**src/rtl/rr_mux_pkg.sv**
```systemverilog
// Shared constants and helpers for the round-robin registered selector.
// Optional build macro: RR_MUX_FORCE_SEL_EN (forced channel selection).
package rr_mux_pkg;

  localparam int unsigned RR_WIDTH  = 32;
  localparam int unsigned RR_NUM_CH = 8;
  // Helpers operate on the largest legal channel count; callers pad/truncate.
  localparam int unsigned RR_MAX_CH = 16;
  localparam int unsigned RR_IDX_W  = 4;

  typedef logic [RR_IDX_W-1:0] rr_idx_t;

  typedef struct packed {
    logic    found;
    rr_idx_t idx;
  } rr_pick_t;

  // idx + 1, wrapping to 0 at n (n need not be a power of two).
  function automatic rr_idx_t rr_wrap_inc(input rr_idx_t idx, input int unsigned n);
    if (32'(idx) + 1 >= n) return '0;
    return idx + rr_idx_t'(1);
  endfunction

  // First set bit of req scanning ptr, ptr+1, ..., n-1, 0, ..., ptr-1.
  function automatic rr_pick_t rr_first(input logic [RR_MAX_CH-1:0] req,
                                        input rr_idx_t ptr, input int unsigned n);
    rr_pick_t    r;
    int unsigned j;
    r = '0;
    for (int unsigned k = 0; k < RR_MAX_CH; k++) begin
      j = 32'(ptr) + k;
      if (j >= n) j = j - n;
      if (k < n && !r.found && req[rr_idx_t'(j)]) begin
        r.found = 1'b1;
        r.idx   = rr_idx_t'(j);
      end
    end
    return r;
  endfunction

endpackage

```
**src/rtl/rr_mux_reg_if.sv**
```systemverilog
// Handshake bundle between NUM_CH producers, the selector and one consumer.
// Optional build macro: RR_MUX_FORCE_SEL_EN (force ports live on the top, not here).
interface rr_mux_reg_if
  import rr_mux_pkg::*;
#(
  parameter int unsigned WIDTH  = RR_WIDTH,
  parameter int unsigned NUM_CH = RR_NUM_CH
) ();
  localparam int unsigned SEL_W = $clog2(NUM_CH);

  logic [NUM_CH-1:0]       in_valid;
  logic [NUM_CH*WIDTH-1:0] in_data;
  logic [NUM_CH-1:0]       in_ready;
  logic                    out_valid;
  logic [WIDTH-1:0]        out_data;
  logic [SEL_W-1:0]        out_ch;
  logic                    out_ready;

  // Selector side
  modport slave (
    input  in_valid, in_data, out_ready,
    output in_ready, out_valid, out_data, out_ch
  );

  // Producer/consumer side
  modport master (
    output in_valid, in_data, out_ready,
    input  in_ready, out_valid, out_data, out_ch
  );
endinterface

```
**src/rtl/rr_mux_reg_arbiter.sv**
```systemverilog
// Rotating-priority arbiter: one-hot grant plus encoded index.
// Optional build macro: RR_MUX_FORCE_SEL_EN (handled upstream via req masking).
module rr_arbiter
  import rr_mux_pkg::*;
#(
  parameter  int unsigned NUM_CH = RR_NUM_CH,
  localparam int unsigned SEL_W  = $clog2(NUM_CH)
) (
  input  logic [NUM_CH-1:0] req,
  input  logic [SEL_W-1:0]  ptr,
  input  logic              en,
  output logic [NUM_CH-1:0] grant,
  output logic [SEL_W-1:0]  gidx,
  output logic              found
);

  rr_pick_t pick;

  // Search from ptr for the first requester
  always_comb begin
    pick = rr_first(RR_MAX_CH'(req), RR_IDX_W'(ptr), NUM_CH);
  end

  assign found = pick.found;
  assign gidx  = SEL_W'(pick.idx);

  // Grant is gated by en so a stalled output never strobes a producer.
  for (genvar i = 0; i < NUM_CH; i++) begin : g_gnt
    assign grant[i] = en & pick.found & (pick.idx == RR_IDX_W'(i));
  end

endmodule

```
**src/rtl/rr_mux_reg.sv**
```systemverilog
// N:1 round-robin selector with a registered output beat.
// Optional build macro: RR_MUX_FORCE_SEL_EN adds force_en/force_sel to
// restrict eligibility to a single channel.
module rr_mux_reg
  import rr_mux_pkg::*;
#(
  parameter  int unsigned WIDTH  = RR_WIDTH,
  parameter  int unsigned NUM_CH = RR_NUM_CH,
  localparam int unsigned SEL_W  = $clog2(NUM_CH)
) (
  input  logic             clk,
  input  logic             reset_n,
`ifdef RR_MUX_FORCE_SEL_EN
  input  logic             force_en,
  input  logic [SEL_W-1:0] force_sel,
`endif
  rr_mux_reg_if.slave      bus
);

  logic [NUM_CH-1:0][WIDTH-1:0] ch_data;
  logic [NUM_CH-1:0]            elig;
  logic [NUM_CH-1:0]            grant;
  logic [SEL_W-1:0]             gidx;
  logic                         found;
  logic                         can_load;
  logic                         load;

  logic             out_valid_q, out_valid_d;
  logic [WIDTH-1:0] out_data_q,  out_data_d;
  logic [SEL_W-1:0] out_ch_q,    out_ch_d;
  logic [SEL_W-1:0] ptr_q,       ptr_d;

  assign ch_data = bus.in_data;

  // Eligible requesters (optionally narrowed to one forced channel)
  always_comb begin
    elig = bus.in_valid;
`ifdef RR_MUX_FORCE_SEL_EN
    if (force_en) begin
      // An out-of-range force_sel matches no channel, so nothing is eligible.
      for (int i = 0; i < NUM_CH; i++)
        elig[i] = bus.in_valid[i] & (force_sel == SEL_W'(i));
    end
`endif
  end

  // Output register can take a beat when empty or being drained this cycle.
  assign can_load = !out_valid_q || bus.out_ready;

  rr_arbiter #(.NUM_CH(NUM_CH)) u_arb (
    .req   (elig),
    .ptr   (ptr_q),
    .en    (can_load),
    .grant (grant),
    .gidx  (gidx),
    .found (found)
  );

  assign load        = can_load & found;
  assign bus.in_ready = grant;

  // Next-state: load replaces, drain clears valid, stall holds everything
  always_comb begin
    out_valid_d = out_valid_q;
    out_data_d  = out_data_q;
    out_ch_d    = out_ch_q;
    ptr_d       = ptr_q;
    if (load) begin
      out_valid_d = 1'b1;
      out_data_d  = ch_data[gidx];
      out_ch_d    = gidx;
      ptr_d       = SEL_W'(rr_wrap_inc(RR_IDX_W'(gidx), NUM_CH));
    end else if (bus.out_ready) begin
      out_valid_d = 1'b0;
    end
  end

  // State registers, async clear discards any held beat
  always_ff @(posedge clk or negedge reset_n) begin
    if (!reset_n) begin
      out_valid_q <= 1'b0;
      out_data_q  <= '0;
      out_ch_q    <= '0;
      ptr_q       <= '0;
    end else begin
      out_valid_q <= out_valid_d;
      out_data_q  <= out_data_d;
      out_ch_q    <= out_ch_d;
      ptr_q       <= ptr_d;
    end
  end

  assign bus.out_valid = out_valid_q;
  assign bus.out_data  = out_data_q;
  assign bus.out_ch    = out_ch_q;

endmodule

```
**src/flat_wrapper.sv**
```systemverilog
// flat-port wrapper written by rule: the top's interface ports become plain ports
module rr_mux_reg_flat import rr_mux_pkg::*;
#(
  parameter  int unsigned WIDTH  = RR_WIDTH,
  parameter  int unsigned NUM_CH = RR_NUM_CH,
  localparam int unsigned SEL_W  = $clog2(NUM_CH)
)
  (clk, reset_n, bus_in_valid, bus_in_data, bus_out_ready, bus_in_ready, bus_out_valid, bus_out_data, bus_out_ch);
  rr_mux_reg_if #(.WIDTH(WIDTH), .NUM_CH(NUM_CH)) bus_i ();
  input  logic clk;
  input  logic reset_n;
  input wire logic [$bits(bus_i.in_valid)-1:0] bus_in_valid;
  input wire logic [$bits(bus_i.in_data)-1:0] bus_in_data;
  input wire logic [$bits(bus_i.out_ready)-1:0] bus_out_ready;
  output wire logic [$bits(bus_i.in_ready)-1:0] bus_in_ready;
  output wire logic [$bits(bus_i.out_valid)-1:0] bus_out_valid;
  output wire logic [$bits(bus_i.out_data)-1:0] bus_out_data;
  output wire logic [$bits(bus_i.out_ch)-1:0] bus_out_ch;
  assign bus_i.in_valid = bus_in_valid;
  assign bus_i.in_data = bus_in_data;
  assign bus_i.out_ready = bus_out_ready;
  assign bus_in_ready = bus_i.in_ready;
  assign bus_out_valid = bus_i.out_valid;
  assign bus_out_data = bus_i.out_data;
  assign bus_out_ch = bus_i.out_ch;
  rr_mux_reg #(.WIDTH(WIDTH), .NUM_CH(NUM_CH)) u_core (.clk(clk), .reset_n(reset_n), .bus(bus_i));
endmodule
```
**config.mk**
```make
export PLATFORM = sky130hd
export DESIGN_NAME = rr_mux_reg_flat
export DESIGN_NICKNAME = d
export VERILOG_FILES = /design/src/rtl/rr_mux_pkg.sv /design/src/rtl/rr_mux_reg_if.sv /design/src/rtl/rr_mux_reg_arbiter.sv /design/src/rtl/rr_mux_reg.sv /design/src/flat_wrapper.sv
export SDC_FILE = /design/constraint.sdc
export NUM_CORES = 1
export LEC_CHECK = 0
export ABC_AREA = 0
export CAP_MARGIN = 20
export CORE_AREA = 2 2 120 122
export CTS_BUF_LIST = sky130_fd_sc_hd__clkbuf_4
export CTS_CLUSTER_DIAMETER = 40
export CTS_CLUSTER_SIZE = 40
export DETAILED_ROUTE_END_ITERATION = 16
export DIE_AREA = 0 0 122 124
export PLACE_DENSITY = 0.81
export REMOVE_ABC_BUFFERS = 1
export SETUP_SLACK_MARGIN = 0.05
export SYNTH_ARGS = -nofsm -noshare
export SYNTH_HDL_FRONTEND = slang
export SYNTH_SLANG_ARGS = --single-unit
```
**constraint.sdc**
```tcl
create_clock -name clk -period 10.15 [get_ports clk]
set_input_delay 2.5375 -clock clk [delete_from_list [all_inputs] [get_ports clk]]
set_output_delay 2.5375 -clock clk [all_outputs]
set_load 0.02 [all_outputs]
```
==> impl_results.md <==
* Die Y at 124 um
* Post-synth EDFFs at 0
* Family with the most delay on the worst path: buffers and inverters
* Sequential share of power at 0.075
* Cts bufs inserted at 5
* First-pass GRT wire length at 28900 um
* Yosys top cell area share at 0.2164
* CP Capture Type: output pin
* CTS HTree Levels at 2
* Syn-to-layout area delta at 63.24%
* Worst Path Arrival at 6050 ps
* Clock-pin transition on the worst setup and hold timing paths at 110 ps
* Final Instance Area at 0.008307 mm2
* Post-Synthesis Cell Area at 0.005089 mm2
* Switching power at 2.067 mW
* Final core occ at 0.6055
* Worst path bufs/invs at 4
* Switching Fraction at 0.5281
* Total Power at 3.915 mW
* Worst-Skew Late Latency at 350 ps
* Final max-slew violation count at 0
* Clock skew at 17.90 ps
* Core area at 0.01372 mm2
* Max VDD drop at 0.4396 mV
* Cell row count at 43
* Fin crit period at 8589 ps
* Clk sinks at 39
* Top cells by area, synth: mux2i_1 22%, dfrtp_1 19%, a2111oi_2 8.6%
* Most common cell in the netlist: mux2i_1
* Met1 WL at 7601 um
* Req. time, crit path at 7610 ps
* Dominant cell type by area after synthesis: mux2i_1
* Total Routing Usage GR at 0.2436
* Worst setup SP type: input pin
* Maxcap violations at 0
* Status: completed
* WL/cell at 19.40 um
* Critical R2R Launch: u_core.ptr_q[1]
* Worst path slowest cell: clkdlybuf4s50_1
* Leak at 3.267 nW
* Root Buffer: clkbuf_4
* Post-CTS resize count at 0
* Antenna Nets Post-Route at 0
* RSZ-0062 raised after global routing: no
* PD cells at 471.3 mW/mm2
* Top Metal Used: met4
* Vias at 5424
* IO Port Bufs at 310
* Fmax at 116.4 MHz
* Horiz. Die Dim at 122 um
* Main synth FF type: dfrtp_1
* Clock group share of total power at 0.027
* Critical Setup Path Class: in2out
* Die area at 0.01513 mm2
* Worst hold start: u_core.bus.out_ch[2]
* Worst-margin pin slew at 933.2 ps
* Logic pwr share at 0.898
* Endpoints failing setup at 0
* Yosys warnings at 0
* Max_slew headroom at 0.3778
* Post-synth cell types at 48
* Synthesis-stage register bit count at 39
* GRT overflow at 0
* Post-Synthesis Cells at 556
* DP Area at 0.008205 mm2
* Placer Congestion at 0.8659
* Number of remaining DRC errors at 0
* Share of layout cells above drive strength 1 at 0.09507
* Vias in the first global route at 5381
* Final period util at 0.8462
* Most common library cells after synthesis: 110 x mux2i_1, 68 x nor3_1, 50 x nand2_1
* Final hold vios at 0
* Asr flop ratio synth at 1.000
* Final #Nets at 1104
* Initial antenna violation count at 2
* Post-CTS Setup Inserts at 0
* DPL Wire Length at 15230 um
* Worst Setup SP: bus_in_valid[0]
* Crit-path max FO at 10
* Met3 wire len at 1521 um
* Register area share after synthesis at 0.1918
* Via density at 5.354
* Post-Syn Area per Cell at 9.152 um2
* Min-delay worst type: reg2reg
* CP peak stage delay at 670 ps
* Crit path cell chain: clkdlybuf4s50_1, mux2i_1, mux4_2, nor2b_1, o311ai_0, o22ai_4, inv_1, ha_1, inv_1, nor3_1, clkdlybuf4s50_1
* Drt first pass iters at 4
* CTS tree: done
* Top Ports at 311
* Post-Route WL at 19650 um
* WL met2 at 10080 um
* Internal power at 1.847 mW
* Initial DRC count at 265
* Initial core utilization at 0.3709
* CTS Buffer Depth at 2
* Largest net degree at the start of global routing at 131
* Hold_buf cts at 0
## path summary, 6_finish.rpt
kind / endpoint / slack [ps] / cells after the start
max: bus_in_ready[3] / 1560 / 11
min: u_core.bus.out_ch[2] / 490 / 2
max reg2reg: u_core.bus.out_data[8] / 4770 / 14
min reg2reg: u_core.bus.out_ch[2] / 490 / 2
max in group asynchronous: u_core.bus.out_data[0] / 7250 / 1
min in group asynchronous: u_core.bus.out_data[12] / 2310 / 1
## power by group through the flow
stage / clock (mW) / combinational (mW) / sequential, mW
after floorplan: 0 / 2.16 / 0.387
after global placement: 0 / 3.47 / 0.295
after detailed placement: 0 / 3.52 / 0.299
after CTS: 0.110 / 3.53 / 0.295
after global routing: 0.117 / 3.79 / 0.305
final: 0.106 / 3.51 / 0.294
## metrics by stage
step | setup TNS, ps | cells | hold slack [ps] | setup slack [ps]
2_1_floorplan | -163130 | 504 | 590.0 | -5983
3_3_place_gp | 0 | 1001 | 462.1 | 1667
3_5_place_dp | 0 | 1002 | 463.9 | 1587
4_1_cts | 0 | 1010 | 492.8 | 1567
5_1_grt | 0 | 1012 | 515.0 | 1364
6_report | 0 | 1013 | 490.6 | 1561
## per-layer routing
layer | vias to the layer above | global-route usage
li1 | 2650 | -
met1 | 2539 | 0.2886
met2 | 208 | 0.4427
met4 | 0 | 0.07184
met5 | - | 0
met3 | 27 | 0.05128
## placed cells by master (no fill, tap or decap), types with 2 or more instances in the layout
| master | count |
|---|---|
| nor2_1 | 43 |
| nor4_1 | 2 |
| nor3_1 | 68 |
| ha_1 | 7 |
| a2111oi_1 | 3 |
| o21ai_1 | 35 |
| and3_1 | 4 |
| a21oi_1 | 3 |
| o211ai_1 | 4 |
| a211o_1 | 2 |
| o221a_2 | 2 |
| buf_12 | 2 |
| clkbuf_4 | 5 |
| diode_2 | 2 |
| nor2b_1 | 3 |
| mux2i_1 | 110 |
| dfrtp_1 | 39 |
| clkinv_1 | 2 |
| mux2_2 | 5 |
| clkdlybuf4s50_1 | 309 |
| a211oi_1 | 2 |
| xor2_1 | 2 |
| inv_1 | 8 |
| o21ai_0 | 5 |
| mux2_1 | 34 |
| mux4_2 | 18 |
| a2111oi_2 | 29 |
| buf_4 | 6 |
| nand2_1 | 50 |
| nand2b_1 | 3 |
## tightest hold or removal path, delay by kind of cell (launching register included)
kind             cells  cell delay (ps)
AND/OR/NAND/NOR      2              110
flip-flops           1              360
## kinds of logic (layout without fill, tap and decap cells)
family                     count (synthesis)  in the layout  synth area share
muxes                                    167            167            0.3823
other                                      0              2                 0
AOI/OAI and AO/OA                         97             97            0.1719
buffers and inverters                     62            337           0.06811
adders and majority gates                  7              7           0.01721
DFF                                       39             39            0.1918
xor gates and xnor gates                   2              2          0.003443
and+or+nand+nor                          182            182            0.1652
## flip-flops by register name (all words and copies together), names as in the netlist
register / flops
u_core.bus.out_ch: 3
u_core.bus.out_valid: 1
u_core.ptr_q: 3
u_core.bus.out_data: 32
## cell type report
cell class | instances | area (um2)
antenna | 2 | 5.005
clock buffer | 5 | 37.54
clock inverter | 3 | 38.79
fill | 1224 | 5413
inverter | 10 | 37.54
multi-input combinational | 455 | 3792
sequential | 39 | 975.9
tap | 180 | 225.2
timing repair buffer | 319 | 3194
Power figures use the tool's default switching activity.
